[src/rtl/alu_nibble_sequencer.sv]
// Wide-operand front end for a 4-bit combinational ALU.
// Walks operands one nibble at a time, chaining carry/borrow, and returns the wide result.
module alu_nibble_sequencer #(
  parameter  int NIBBLES = 2,
  localparam int W       = 4 * NIBBLES
) (
  input  logic         clk,
  input  logic         rst_n,
  input  logic         cmd_valid,
  output logic         cmd_ready,
  input  logic [2:0]   cmd_op,
  input  logic [W-1:0] cmd_a,
  input  logic [W-1:0] cmd_b,
  output logic [3:0]   alu_a,
  output logic [3:0]   alu_b,
  output logic [2:0]   alu_sel,
  input  logic [3:0]   alu_result,
  input  logic         alu_carry,
  input  logic         alu_zero,
  output logic         rsp_valid,
  input  logic         rsp_ready,
  output logic [W-1:0] rsp_result,
  output logic         rsp_carry,
  output logic         rsp_zero,
  output logic         busy
);

  typedef enum logic [1:0] {
    IDLE,
    OP,
    CIN,
    DONE
  } state_t;

  localparam logic [2:0] LAST = 3'(NIBBLES - 1);

  state_t         state;
  state_t         state_nx;
  logic [2:0]     op;
  logic [W-1:0]   a;
  logic [W-1:0]   b;
  logic [2:0]     idx;
  logic [2:0]     idx_nx;
  logic           cin;
  logic           cin_nx;
  logic           c1;
  logic [W-1:0]   acc;
  logic [W-1:0]   acc_nx;
  logic [3:0]     nib_a;
  logic [3:0]     nib_b;
  logic           arith;
  logic           last;
  logic           unused_zero;

  // The ALU's own zero flag only covers one nibble.
  assign unused_zero = alu_zero;

  assign cmd_ready = (state == IDLE);
  assign rsp_valid = (state == DONE);
  assign busy      = (state != IDLE);

  always_comb begin
    arith  = (op[2:1] == 2'b00);
    last   = (idx == LAST);
    idx_nx = idx + 3'd1;
    cin_nx = c1 | alu_carry;
    acc_nx = acc;
    acc_nx[{idx, 2'b00} +: 4] = alu_result;
    nib_a  = a[{idx_nx, 2'b00} +: 4];
    nib_b  = b[{idx_nx, 2'b00} +: 4];
    state_nx = state;
    unique case (state)
      IDLE: if (cmd_valid) state_nx = OP;
      OP: begin
        if (arith)     state_nx = CIN;
        else if (last) state_nx = DONE;
      end
      CIN:  state_nx = last ? DONE : OP;
      DONE: if (rsp_ready) state_nx = IDLE;
      default: state_nx = IDLE;
    endcase
  end

  always_ff @(posedge clk) begin
    if (!rst_n) begin
      state      <= IDLE;
      op         <= '0;
      a          <= '0;
      b          <= '0;
      idx        <= '0;
      cin        <= 1'b0;
      c1         <= 1'b0;
      acc        <= '0;
      alu_a      <= '0;
      alu_b      <= '0;
      alu_sel    <= '0;
      rsp_result <= '0;
      rsp_carry  <= 1'b0;
      rsp_zero   <= 1'b0;
    end else begin
      state <= state_nx;
      unique case (state)
        IDLE: begin
          if (cmd_valid) begin
            op      <= cmd_op;
            a       <= cmd_a;
            b       <= cmd_b;
            idx     <= '0;
            cin     <= 1'b0;
            c1      <= 1'b0;
            acc     <= '0;
            alu_a   <= cmd_a[3:0];
            alu_b   <= cmd_b[3:0];
            alu_sel <= cmd_op;
          end
        end
        OP: begin
          c1 <= alu_carry;
          if (arith) begin
            // Second pass folds the incoming carry/borrow into r1.
            alu_a <= alu_result;
            alu_b <= {3'b000, cin};
          end else begin
            acc <= acc_nx;
            if (last) begin
              rsp_result <= acc_nx;
              rsp_carry  <= 1'b0;
              rsp_zero   <= (acc_nx == '0);
              alu_a      <= '0;
              alu_b      <= '0;
              alu_sel    <= '0;
            end else begin
              idx   <= idx_nx;
              alu_a <= nib_a;
              alu_b <= nib_b;
            end
          end
        end
        CIN: begin
          acc <= acc_nx;
          cin <= cin_nx;
          if (last) begin
            rsp_result <= acc_nx;
            rsp_carry  <= cin_nx;
            rsp_zero   <= (acc_nx == '0);
            alu_a      <= '0;
            alu_b      <= '0;
            alu_sel    <= '0;
          end else begin
            idx   <= idx_nx;
            alu_a <= nib_a;
            alu_b <= nib_b;
          end
        end
        DONE: ;
        default: ;
      endcase
    end
  end

endmodule

[config.mk]
export PLATFORM = sky130hd
export DESIGN_NAME = alu_nibble_sequencer
export DESIGN_NICKNAME = d
export VERILOG_FILES = /design/src/rtl/alu_nibble_sequencer.sv
export SDC_FILE = /design/constraint.sdc
export NUM_CORES = 1
export LEC_CHECK = 0
export CAP_MARGIN = 0
export CORE_MARGIN = 1
export CORE_UTILIZATION = 43
export CTS_CLUSTER_SIZE = 30
export DETAILED_ROUTE_END_ITERATION = 6
export PLACE_DENSITY = 0.78
export SLEW_MARGIN = 25
export SYNTH_ARGS = -nofsm -noshare
export SYNTH_HDL_FRONTEND = slang
export SYNTH_SLANG_ARGS = --single-unit
[constraint.sdc]
create_clock -name clk -period 1.95 [get_ports clk]
set_input_delay 0.585 -clock clk [delete_from_list [all_inputs] [get_ports clk]]
set_output_delay 0.585 -clock clk [all_outputs]
set_load 0.1 [all_outputs]
# After elaboration in Yosys (flattened, before gate mapping)
# Index checks and enable logic that the tools add are counted.
[word_totals] mem_count=0 ramBits=0 latch_bits=0 regBits=55 out_inout_bits=24 wordCells=86 in_bits=29 rom_bits=0
[classes] order_cmp=0 n_div=0 muxes=39 n_eq_ne=10 reduce_logical=16 shifts=4 n_bitwise=1 add_sub_neg=2 multipliers=0
[ops] cell="8-bit two-way mux" count=4
[ops] cell="4-bit two-way mux" count=6
[ops] cell="4-bit case mux with 3 select lines" count=2
[ops] cell="8-bit case mux with 3 select lines" count=1
[ops] cell="3-bit two-way mux" count=6
[ops] cell="3-bit case mux with 3 select lines" count=2
[ops] cell="8-bit case mux with 2 select lines" count=1
[ops] cell="8-bit by 6-bit variable part select with 4-bit output" count=2
[ops] cell="2-bit two-way mux" count=5
[ops] cell="2-bit AND reduction" count=5
[ops] cell="8-bit bitwise mux" count=1
[ops] cell="8-bit zero test" count=1
[ops] cell="2-bit inequality test (second input constant)" count=4
[ops] cell="1-bit case mux with 2 select lines" count=4
[ops] cell="2-bit case mux with 4 select lines" count=1
[ops] cell="2-bit nonzero test" count=4
[ops] cell="4-bit by 7-bit variable shift with 8-bit output (first input constant)" count=1
[ops] cell="4-bit by 7-bit variable part select with 8-bit output" count=1
[ops] cell="5-bit negator with 7-bit output" count=1
[ops] cell="1-bit two-way mux" count=6
[ops] cell="3-bit AND reduction" count=2
[ops] cell="2-bit == test (second input constant)" count=2
[ops] cell="2-bit zero test" count=2
[ops] cell="4-bit AND reduction" count=1
[ops] cell="7 further kinds" count=7

# Logic depth before layout (Yosys ltp)
# Gate-level depths: netlist of run 1.
[depth] ltp_word=7 ltp_mapped=10 mapped_depth_nobuf=8

# Worst setup path before layout of run 1
# OpenSTA, ideal clock, no wires.
[synth_path] path_type="flip-flop to flip-flop" start="register state[0]" end="register state[0]" synth_period_minus_slack_ns=2.649 t_arrival_ns=2.591 setup_time_ns=0.058 path_buffers=0 slack_ns=-0.699 path_stages_with_launch=6 path_cell_list="dfxtp_1 > inv_1 > ha_1 > inv_1 > a211oi_1 > o21a_1"
[synth_between] elab_chain_cells=3 elab_cells_between_ends=9 cone_classes="eq/ne (6); mux (1); reduce/logical (2)"
[synth_rtl] element="start, declared" line_no="37" text="state_t state;"
[synth_rtl] element="start signal, assigned" line_no="101" text="state <= state_nx;"
[synth_rtl] element="2-bit zero test (*)"
[synth_rtl] element="via cmd_ready" line_no="10" text="output logic cmd_ready,"
[synth_rtl] element="2-bit inequality test (no source line)"
[synth_rtl] element="3-bit AND reduction (no source line)"
# The timed path passes the listed nets; every way through them passes the cells marked *.
# A chain may end at the register's enable or synchronous reset.

# Worst setup path in the final report of run 1
[layout_path] start="register state[0]" end="output busy"
[layout_between] elab_chain_cells=1
[layout_rtl] element="2-bit nonzero test" line_no="60" text="assign busy = (state != IDLE);"
[layout_rtl] element="end, declared" line_no="25" text="output logic busy"
# No other way between the ends.

==> flow_summary_export.csv, run 1 <==
group,metric,value,unit
status,status,"finished, final reports clean",
logic_synthesis,synth_most_common_cell,"nand2_1",
global_routing,grt_usage,22.8,%
clock_network,clkSinkCount,54,
power_and_ir_drop,power_density,1580,nW/µm²
clock_network,cts_buffers,5,
finish,layout.nets,419,
place,io_buffers,51,
global_routing,grt_pass1_vias,2517,
sta,period_minus_slack,1890,ps
logic_synthesis,ys.flop_type,"dfxtp_1",
sta,final.setup.worst_slack,55.1,ps
logic_synthesis,ys_seq_area_share,41.5,%
setup_path,crit_path_top_delay_cell,"dfxtp_2",
setup_path,path_cells,"inv_2 -> ha_4 -> clkinvlp_4 -> buf_12",
finish,fillers,463,
routing,drc_errors,0,
logic_synthesis,synth_top_cell_by_area,"dfxtp_1",
worst_hold_path,hold_path_class,"flip-flop to flip-flop",
logic_synthesis,synth_top_cell_area_share,41.5,%
setup_path,r2r_slack,100,ps
sta,clock_skew,7.74,ps
logic_synthesis,ys.warnings.count,0,
logic_synthesis,syn_area,2600,µm²
routing,drt_iter0_drc,170,
global_routing,grt_overflow,0,
setup_path,required,1360,ps
logic_synthesis,synth_area_leaders,"dfxtp_1 42%, nand2_1 7.9%, a21oi_1 6.5%",
place,hpwl,5000,µm
setup_path,critical_path.max_stage_delay,370,ps
logic_synthesis,yosys.cell_types.count,47,
setup_path,worstPathArrival,1310,ps
logic_synthesis,async_flop_share,0,%
clock_network,cts_root_buf,"clkbuf_8",
power_and_ir_drop,ir_drop,1.67,mV
setup_path,crit_fanout,6,
setup_path,reg2regPathDepth,6,
worst_hold_path,holdPathStages,2,
sta,clock.fmax,0.528,GHz
sta,rsz0062_at_grt,"no",
routing,wl,6900,µm
routing,dr_total_vias,2593,
routing,vias_per_cell,5.71,
place,gp_congestion,0.843,
sta,totalNegativeSetupSlack,0,ps
global_routing,grt_pass1_wl,11400,µm
floorplan,die_x,79.8,µm
setup_path,worstSetupStartpointType,"flip-flop",
sta,slew_viol_final,0,
setup_path,worstSetupPathType,"flip-flop to output pin",
worst_hold_path,hold_end,"a[0]",
global_routing,grt_max_degree,31,
setup_path,cp-end-kind,"output pin",
flow_run,max_cap_viol_count,0,
worst_hold_path,hp-start,"a[0]",
floorplan,rows,27,
routing,ant_nets,0,
floorplan,core_area,5680,µm²
floorplan,io_pins,53,
logic_synthesis,syn_inst,310,
finish,final_util,67.2,%
logic_synthesis,ys_ff_latch,54,
sta,relSlewSlack,71.8,%
clock_network,cts_tree,"built",
sta,worst_pin_slew,422,ps
global_routing,antenna_found_initial,0,
logic_synthesis,syn-num-nets,348,
floorplan,die_h,79.8,µm
logic_synthesis,synth_common_cells,"55 x nand2_1, 54 x dfxtp_1, 34 x a21oi_1",
logic_synthesis,synth_edf_count,0,
setup_path,timing.rr.end,"alu_a[1]",
clock_network,cts_buffer_depth,2,
finish,syn2layout_area_growth,46.5,%
routing,wl_per_cell,15.2,µm
finish,layout-drive-gt1-share,24.3,%
sta,setup_viol,0,
setup_path,r2r_start,"idx[1]",
clock_network,path_clk_slew,100,ps
clock_network,clkLatencyLatePin,320,ps
sta,period_share,97.2,%
clock_network,postCtsHoldBufs,0,
place,pre_cts_ws,-86.7,ps
finish,diodes,0,
floorplan,dieArea,6370,µm²
power_and_ir_drop,power.leakage,1.44,nW
routing,first_pass_iters,4,
sta,hold_viol_final,0,
logic_synthesis,syn_avg_cell_area,8.40,µm²
floorplan,initial_core_util,45.9,%
clock_network,htreeDepth,2,
[metrics by stage]
step / hold slack, ps / power, mW / instances / area, µm²
CTS: 463 / 5.92 / 451 / 3760
global route: 479 / 6.30 / 454 / 3810
detailed placement: 449 / 5.12 / 443 / 3640
finish: 462 / 6.03 / 454 / 3810
global placement: 438 / 5.04 / 443 / 3640
floorplan: 433 / 3.84 / 310 / 2640
[cell families after synthesis]
logic type	Yosys count	synth area share [%]
muxes	12	4.90
buffers and inverters	27	4.13
DFF	54	41.5
and+or+nand+nor	117	22.2
adders and majority gates	9	4.32
AOI/OAI and AO/OA	91	22.9
[what timing repair did]
action                                  in CTS  in global routing
setup buffers                                0                  3
gates resized for setup                      1                  9
endpoints found under the setup margin       1                 20
pin swaps                                    0                  4
[worst max-delay path by stage]
stage                     startpoint  endpoint  depth (start not counted)
after global placement     cmd_valid  state[1]                          5
after floorplan             state[1]      busy                          3
final                       state[0]      busy                          4
after detailed placement   cmd_valid  state[1]                          5
after CTS                     idx[1]  alu_a[1]                          6
after global routing        state[0]      busy                          4
[power by group]
part           switching (mW)  leakage [nW]  internal [mW]  total [mW]
logic                    2.25         0.940           1.45        3.70
registers               0.204         0.443           1.32        1.53
clock network           0.408        0.0563          0.392       0.800
total                    2.87          1.44           3.16        6.03
[cell usage in the layout (no fill, tap or decap), drive strengths merged, types with 4 or more instances in the layout]
cell / count
a211oi: 5
a21oi: 34
a311oi: 4
a31oi: 7
a32oi: 5
buf: 54
clkbuf: 5
clkdlybuf4s50: 27
dfxtp: 54
ha: 9
inv: 10
mux2: 6
mux2i: 6
nand2: 55
nand3: 7
nand4: 7
nor2: 24
nor4: 5
o2111ai: 5
o21ai: 17
[worst max-delay path: cells and delay by family, from the launching register on]
family / cells / cell delay (ps)
flops: 1 / 370
buf+inv: 3 / 420
fa+ha+maj: 1 / 200
[flip-flops by register name, summed over array words and instances (netlist names)]
name,cells
rsp_carry,1
a,8
op,2
cin,1
state,2
alu_sel,3
idx,3
acc,8
rsp_zero,1
rsp_result,8
b,8
alu_b,4
c1,1
alu_a,4
[routing by layer]
| layer | wire (µm) | GRT usage, % | vias up |
|---|---|---|---|
| met5 | 0 | 0 | - |
| met4 | 106 | 8.57 | 0 |
| met3 | 296 | 4.46 | 15 |
| met2 | 3520 | 40.4 | 83 |
| met1 | 2980 | 27.0 | 1231 |
| li1 | - | - | 1264 |
[area by class of cell]
class	instances	area (µm²)	area share, %
clock buffers	5	68.8	1.80
clock inverters	3	48.8	1.28
inverters	10	41.3	1.08
multi-input cells	229	1470	38.4
flip-flops and latches	54	1090	28.5
well taps	72	90.1	2.36
repair buffers	81	1010	26.6
No activity file was read; power rests on OpenSTA's default activity.
==> run 2, diff against run 1 <==
Settings changed: SKIP_CTS_REPAIR_TIMING set to 1.
==> run 2 against run 1 <==
  * Setup slack is the same
  * Power is the same
  * Sequential power is essentially flat
  * Non-clock buffer count is the same
  * Register-to-register slack is essentially flat
  * Design area is the same
  * Count of clock-buffer cells in the layout is the same
  * Global-route usage is the same
  * Flip-flop and latch count is the same
==> flow_summary_export.csv, run 2 (synthesized netlist as in run 1, its figures left out) <==
group,metric,value,unit
place,io_buffers,51,
sta,worst_pin_slew,422,ps
sta,period_share,97.2,%
floorplan,die_h,79.8,µm
setup_path,path_cells,"inv_2 -> ha_4 -> clkinvlp_4 -> buf_12",
finish,layout.nets,419,
sta,period_minus_slack,1890,ps
clock_network,htreeDepth,2,
finish,layout_commonest_cell,"nand2_1",
clock_network,clkSinkCount,54,
status,status,"finished, final reports clean",
sta,slew_viol_final,0,
setup_path,worstSetupStartpointType,"flip-flop",
flow_run,max_cap_viol_count,0,
clock_network,cts_buffers,5,
sta,hold_viol_final,0,
worst_hold_path,hold_path_class,"flip-flop to flip-flop",
clock_network,cts_buffer_depth,2,
power_and_ir_drop,power_density,1580,nW/µm²
sta,setup_viol,0,
global_routing,grt_pass1_wl,11400,µm
setup_path,cp.buffers_inverters,3,
routing,wl,6900,µm
routing,ant_nets,0,
finish,diodes,0,
sta,clock_skew,7.74,ps
routing,dr_total_vias,2593,
setup_path,crit_fanout,6,
setup_path,crit_path_top_delay_cell,"dfxtp_2",
finish,fillers,463,
power_and_ir_drop,p_total,6.03,mW
floorplan,die_x,79.8,µm
routing,drt_iter0_drc,170,
floorplan,rows,27,
routing,wl_per_cell,15.2,µm
clock_network,cts_root_buf,"clkbuf_8",
place,post-place-cells,443,
global_routing,grt_usage,22.8,%
clock_network,cts_tree,"built",
floorplan,io_pins,53,
setup_path,cp_top_family,"buffers and inverters",
setup_path,critical_path.max_stage_delay,370,ps
sta,clock.fmax,0.528,GHz
finish,final_cells,454,
place,hpwl,5000,µm
setup_path,worstSetupPathType,"flip-flop to output pin",
setup_path,required,1360,ps
setup_path,worstPathArrival,1310,ps
sta,relSlewSlack,71.8,%
global_routing,antenna_found_initial,0,
sta,rsz0062_at_grt,"no",
power_and_ir_drop,ir_drop,1.67,mV
finish,syn2layout_area_growth,46.5,%
floorplan,dieArea,6370,µm²
global_routing,grt_max_degree,31,
finish,layout-drive-gt1-share,24.3,%
power_and_ir_drop,power.leakage,1.44,nW
routing,drc_errors,0,
global_routing,grt_overflow,0,
routing,vias_per_cell,5.71,
finish,layout_common_cells,"55 x nand2_1, 50 x dfxtp_1, 34 x a21oi_1",
floorplan,core_area,5680,µm²
place,gp_congestion,0.843,
setup_path,cp-end-kind,"output pin",
global_routing,grt_pass1_vias,2517,
clock_network,path_clk_slew,100,ps
routing,first_pass_iters,4,
clock_network,clkLatencyLatePin,320,ps
floorplan,initial_core_util,45.9,%
-- run 2: cell counts in the layout (fill, tap and decap cells not counted) --
No cell type changed its count.
-- run 2: power breakdown --
part           total (mW)  internal, mW  switching, mW
clock network       0.800         0.392          0.408
logic                3.70          1.45           2.25
registers            1.53          1.32          0.204
total                6.03          3.16           2.87
-- run 2: worst register-to-register path, stage by stage, from the launching register on --
cell and delay [ps]:
dfxtp_2 360, inv_1 60, ha_2 200, or3_4 390, a221o_1 410, o2111ai_2 180
o2111a_1 190
-- run 2: stage by stage --
| step | hold WS (ps) | utilization (%) | setup TNS (ps) | area (µm²) | worst slack [ps] |
|---|---|---|---|---|---|
| 6_report | 462 | 67.2 | 0 | 3810 | 55.1 |
| 5_1_grt | 479 | 67.2 | 0 | 3810 | 1.59 |
| 4_1_cts | 463 | 66.3 | -1.46 | 3760 | -1.46 |
| 3_5_place_dp | 449 | 64.2 | -667 | 3640 | -86.7 |
| 3_3_place_gp | 438 | 64.2 | -113 | 3640 | -51.1 |
| 2_1_floorplan | 433 | - | 0 | 2640 | 31.3 |
-- run 2: cell type report --
class	count	area, µm²	share of cell area [%]
multi-input combinational	229	1470	38.4
clock buffer	5	68.8	1.80
clock inverter	3	48.8	1.28
timing repair buffer	81	1010	26.6
sequential	54	1090	28.5
tap	72	90.1	2.36
inverter	10	41.3	1.08
-- run 2: path summary, 6_finish.rpt --
kind | startpoint | to | slack [ps] | depth (start not counted)
max | state[0] | busy | 60 | 4
min reg2reg | a[0] | a[0] | 460 | 2
min | a[0] | a[0] | 460 | 2
max reg2reg | idx[1] | alu_a[1] | 100 | 6
-- run 2: routing by layer --
| metal | global-route usage, % | share of wire [%] | up-vias |
|---|---|---|---|
| li1 | - | - | 1264 |
| met1 | 27.0 | 43 | 1231 |
| met3 | 4.46 | 4.3 | 15 |
| met5 | 0 | 0 | - |
| met2 | 40.4 | 51 | 83 |
| met4 | 8.57 | 1.5 | 0 |
==> RTL edit 1: new RTL, settings of run 1 <==
Reset style: asynchronous (`rst_n`), changed in one clocked block.
--- a/src/rtl/alu_nibble_sequencer.sv
+++ b/src/rtl/alu_nibble_sequencer.sv
@@ -83,3 +83,3 @@
 
-  always_ff @(posedge clk) begin
+  always_ff @(posedge clk or negedge rst_n) begin
     if (!rst_n) begin
Function: differs if rst_n is asserted again (counterexample within 4 cycles, from zero or initial values and one cycle with rst_n low); with rst_n held inactive, the same outputs for 10 cycles.
==> RTL edit 1 against run 1 <==
The flow now finishes with violations (setup timing); synthesized cell count down 17%; highest routed layer unchanged; routed wire length is 0.55% lower; sequential cell count unchanged; final area grew 5.9%; worst setup slack got worse by 0.073 ns; hold slack worse by 0.23 ns; core utilization is 0.58 points lower; synthesized area grew 5.8%.
Power is left out: the tool's default activity adds up to more than one toggle a clock period on the data nets, which glitch-free logic cannot reach.
==> RTL edit 1: results (changes against run 1) <==
Outcome
  – Status: finished with violations (was complete, no violations)
  – Failing checks: setup timing

STA
  – Setup violators final: 1 (was 0)
  – Setup total negative slack: -0.0180 ns (was 0 ns)
  – Worst Skew: 0.0128 ns (was 0.00774 ns)
  – Hold Slack: 0.228 ns (was 0.462 ns)
  – Fin worst setup slack: -0.0180 ns (was 0.0551 ns)
  – Slew @ Worst Pin: 0.444 ns (was 0.422 ns)

Logic synthesis
  – Post-Syn Nets: 295 (was 348)
  – Main area contributors after synthesis: dfrtp_1, mux2_2, ha_1 (was dfxtp_1, nand2_1, a21oi_1)
  – Seq/Total Area, Yosys: 49.0% (was 41.5%)
  – Avg Cell Area, Syn: 10.7 um^2 (was 8.40 um^2)
  – Commonest cells post-synth: dfrtp_1, mux2_2, nor2_1 (was nand2_1, dfxtp_1, a21oi_1)
  – Cell variety after synth: 38 (was 47)
  – Mux contribution to synthesized area: 11.4% (was 4.90%)
  – Synth Area in Compound Gates: 17.7% (was 22.9%)
  – Area share of fa/ha/maj cells after synthesis: 4.09% (was 4.32%)
  – Ys async rst share: 100% (was 0%)

Drt
  – WL per Instance: 16.5 um (was 15.2 um)
  – M1 WL: 2910 um (was 2980 um)
  – Metal3 WL: 352 um (was 296 um)
  – Met2 Wirelength: 3480 um (was 3520 um)
  – Initial drt markers: 126 (was 170)
  – Vias per cell: 5.69 (was 5.71)

Clocking
  – Postcts setup bufs: 1 (was 0)
  – H-tree depth: 2 (unchanged)
  – Post-cts sizing count: 6 (was 1)

Layout
  – Inverter count: 9 (was 10)
  – Signal buf overhead: 26.2% (was 26.6%)
  – Share of layout cells above drive strength 1: 35.0% (was 24.3%)
  – Non-clk bufs: 87 (was 81)
  – Multi-Input Combinational: 182 (was 229)
  – Clk cell area share: 2.42% (was 3.08%)
  – Final Instance Count excl. Fillers: 415 (was 454)
  – Fin util: 66.6% (was 67.2%)
  – Seq/total area: 33.5% (was 28.5%)
  – Fill cell count: 471 (was 463)
  – Fraction of area in multi-input gates: 34.7% (was 38.4%)

GRT
  – GR met1 Demand/Resource: 29.4% (was 27.0%)
  – GR Layer Usage met2: 37.6% (was 40.4%)
  – GRT Util Overall: 22.7% (was 22.8%)
  – Vias in the first global route: 2409 (was 2517)
  – Largest net degree at the start of global routing: 55 (was 31)
  – First-pass GRT wire length: 11500 um (was 11400 um)
  – Met3 Resource Use GR: 4.78% (was 4.46%)

Place
  – Dpl cell area: 0.00381 mm^2 (was 0.00364 mm^2)
  – RePlAce Congestion: 0.864 (was 0.843)
  – Dpl cells: 402 (was 443)
  – Detailed Place HPWL: 4790 um (was 5000 um)
  – Worst slack, placed: -0.309 ns (was -0.0867 ns)

Setup path
  – Max incr delay on CP: 0.41 ns (was 0.37 ns)
  – Depth of the most critical reg-to-reg path: 7 (was 6)
  – Max stage delay cell, worst path: dfrtp_1 (was dfxtp_2)
  – Arrival @ worst endpoint: 1.38 ns (was 1.31 ns)
  – Reg2reg end: alu_b[2] (was alu_a[1])

Floorplanning
  – # rows: 28 (was 27)

Min path
  – Worst Hold Class: input port to asynchronous set/reset pin (was flip-flop to flip-flop)
-- RTL edit 1: cell types whose count changed in the layout (fill, tap and decap cells not counted), sizes merged, moves of 7 or more --
| cell | before | now |
|---|---|---|
| dfrtp | 0 | 54 |
| dfxtp | 54 | 0 |
| nand2 | 55 | 18 |
| a21oi | 34 | 10 |
| mux2 | 6 | 27 |
| a221oi | 1 | 11 |
| a22o | 0 | 9 |
| buf | 54 | 61 |
-- RTL edit 1: worst max-delay path by stage --
stage / start / slack (ns) / to / depth (start not counted)
after floorplan: state[1] / -0.06 / busy / 3
after global placement: cmd_valid / -0.24 / acc[7] / 6
after detailed placement: cmd_valid / -0.31 / acc[7] / 6
after CTS: state[0] / -0.03 / busy / 5
after global routing: state[1] / -0.06 / busy / 5
final: state[1] / -0.02 / busy / 5
-- RTL edit 1: cells by family (layout without fill, tap and decap cells) --
family,after synthesis,in the layout
buffers and inverters,21,104
DFF,54,54
adders and majority gates,9,9
and+or+nand+nor,78,78
AOI/OAI and AO/OA,67,67
muxes,28,28
==> RTL edit 2: new RTL, config.mk and constraints of run 1 <==
Without the edit above. The parameter `NIBBLES` goes from 2 to 1.
--- a/src/rtl/alu_nibble_sequencer.sv
+++ b/src/rtl/alu_nibble_sequencer.sv
@@ -3,3 +3,3 @@
 module alu_nibble_sequencer #(
-  parameter  int NIBBLES = 2,
+  parameter  int NIBBLES = 1,
   localparam int W       = 4 * NIBBLES
Ports: changed (resized cmd_a, cmd_b and rsp_result); port bits go from 53 to 41. No check against the original RTL was run, so the function may have changed too.
==> RTL edit 2 against run 1 <==
Worst setup slack worse by 0.098 ns; die area down 30%; clock power down 36%; non-clock buffer count down 13; hold slack worse by 0.00078 ns; synthesized area down 31%; global-route usage down 0.58 points; the flow now finishes with violations (setup timing); routed wire length down 31%; synthesized cell count down 31%; power down 13%; register-to-register slack worse by 0.14 ns; final area down 26%; sequential power down 21%; sequential cell count down 16.
==> RTL edit 2: results (changes against run 1) <==
Drt
  – M1 WL: 2150 um (was 2980 um)
  – Initial DRT Pass Iterations: 5 (was 4)
  – Met2 Wirelength: 2300 um (was 3520 um)
  – Metal3 WL: 277 um (was 296 um)
  – Initial drt markers: 162 (was 170)
  – Vias per cell: 5.52 (was 5.71)
  – WL final: 4750 um (was 6900 um)

Setup path
  – Max incr delay on CP: 0.54 ns (was 0.37 ns)
  – CP Max Fanout: 10 (was 6)
  – Arrival @ worst endpoint: 2.17 ns (was 1.31 ns)
  – Cell family with most CP delay: simple AND/OR/NAND/NOR gates (was buffers and inverters)
  – Max stage delay cell, worst path: or4b_4 (was dfxtp_2)

Place
  – Worst slack, placed: -0.0675 ns (was -0.0867 ns)
  – Dpl cell area: 0.00272 mm^2 (was 0.00364 mm^2)
  – Detailed Place HPWL: 3370 um (was 5000 um)
  – Port-buffer cells: 39 (was 51)
  – RePlAce Congestion: 0.847 (was 0.843)

STA
  – Fin worst setup slack: -0.0427 ns (was 0.0551 ns)
  – Setup violators final: 9 (was 0)
  – Worst Skew: 0.00282 ns (was 0.00774 ns)
  – Setup total negative slack: -0.245 ns (was 0 ns)
  – Slew margin rel.: 62.1% (was 71.8%)

Layout
  – Share of layout cells above drive strength 1: 25.2% (was 24.3%)
  – Antenna diodes: 0 (unchanged)
  – Final net count: 311 (was 419)

Power and ir drop
  – Worst IR Drop VDD: 1.12 mV (was 1.67 mV)
  – Leak Pwr: 1.14 nW (was 1.44 nW)

Logic synthesis
  – Seq/Total Area, Yosys: 42.2% (was 41.5%)
  – Number of enable flip-flop cells after synthesis: 0 (unchanged)
  – Commonest cells post-synth: dfxtp_1, nand2_1, a21oi_1 (was nand2_1, dfxtp_1, a21oi_1)
  – Post-Syn Nets: 244 (was 348)
  – Main area contributors after synthesis: dfxtp_1, a21oi_1, nand2_1 (was dfxtp_1, nand2_1, a21oi_1)
  – Cell variety after synth: 38 (was 47)

Clocking
  – Clock Pin Slew Worst Setup and Hold Paths: 0.07 ns (was 0.10 ns)
  – Root Driver: clkbuf_8 (unchanged)
  – Clock insertion delay at the later pin of the skew report: 0.29 ns (was 0.32 ns)
  – CTS Buf Count: 5 (unchanged)

Outcome
  – Status: finished with violations (was complete, no violations)
  – Failing checks: setup timing

GRT
  – First-pass GRT wire length: 7470 um (was 11400 um)
  – Antenna violations before repair: 0 (unchanged)
  – Vias in the first global route: 1636 (was 2517)
  – GRT Util Overall: 22.3% (was 22.8%)
  – Largest net degree at the start of global routing: 20 (was 31)
RTL edit 2: repair_timing:
action,CTS,global route
endpoints found under the hold margin,0,0
gates resized for setup,0,1
endpoints found under the setup margin,9,18
pin swaps,1,2
setup buffers,0,1
RTL edit 2: cell families (layout without fill, tap and decap cells):
family                     after synthesis  after routing  synth area share [%]
DFF                                     38             38                  42.2
and+or+nand+nor                         79             79                  21.4
adders and majority gates                8              8                  5.55
muxes                                    6              6                  3.33
AOI/OAI and AO/OA                       66             66                  23.9
buffers and inverters                   18             85                  3.75
RTL edit 2: final timing paths:
| check | startpoint | to | slack (ns) | cells after the start |
|---|---|---|---|---|
| worst max-delay path | idx[0] | rsp_result[0] | -0.04 | 8 |
| worst min-delay path | b[3] | b[3] | 0.46 | 2 |
| worst max register to register | idx[0] | rsp_result[0] | -0.04 | 8 |
| worst min register to register | b[3] | b[3] | 0.46 | 2 |
RTL edit 2: where the power goes:
part	internal, mW	total [mW]	switching (mW)
sequential	1.00	1.21	0.204
combinational	1.32	3.53	2.20
clock	0.240	0.514	0.274
total	2.57	5.25	2.68
RTL edit 2: stage by stage:
stage,total power [mW],instances
after floorplan,3.35,215
after global placement,4.68,324
after detailed placement,4.74,324
after CTS,5.25,331
after global routing,5.49,332
final,5.25,332
RTL edit 2: layout make-up:
| cell class | instances | area, um^2 |
|---|---|---|
| fill | 287 | 1190 |
| tap | 50 | 62.6 |
| inverter | 10 | 43.8 |
| sequential | 38 | 766 |
| clock buffer | 5 | 68.8 |
| multi-input combinational | 159 | 1020 |
| timing repair buffer | 68 | 846 |
| clock inverter | 2 | 10.0 |
RTL edit 2: layer usage:
layer,up-vias,track usage (%)
met1,856,29.4
met5,-,0
li1,913,-
met2,58,35.7
met3,4,5.65
met4,0,5.59
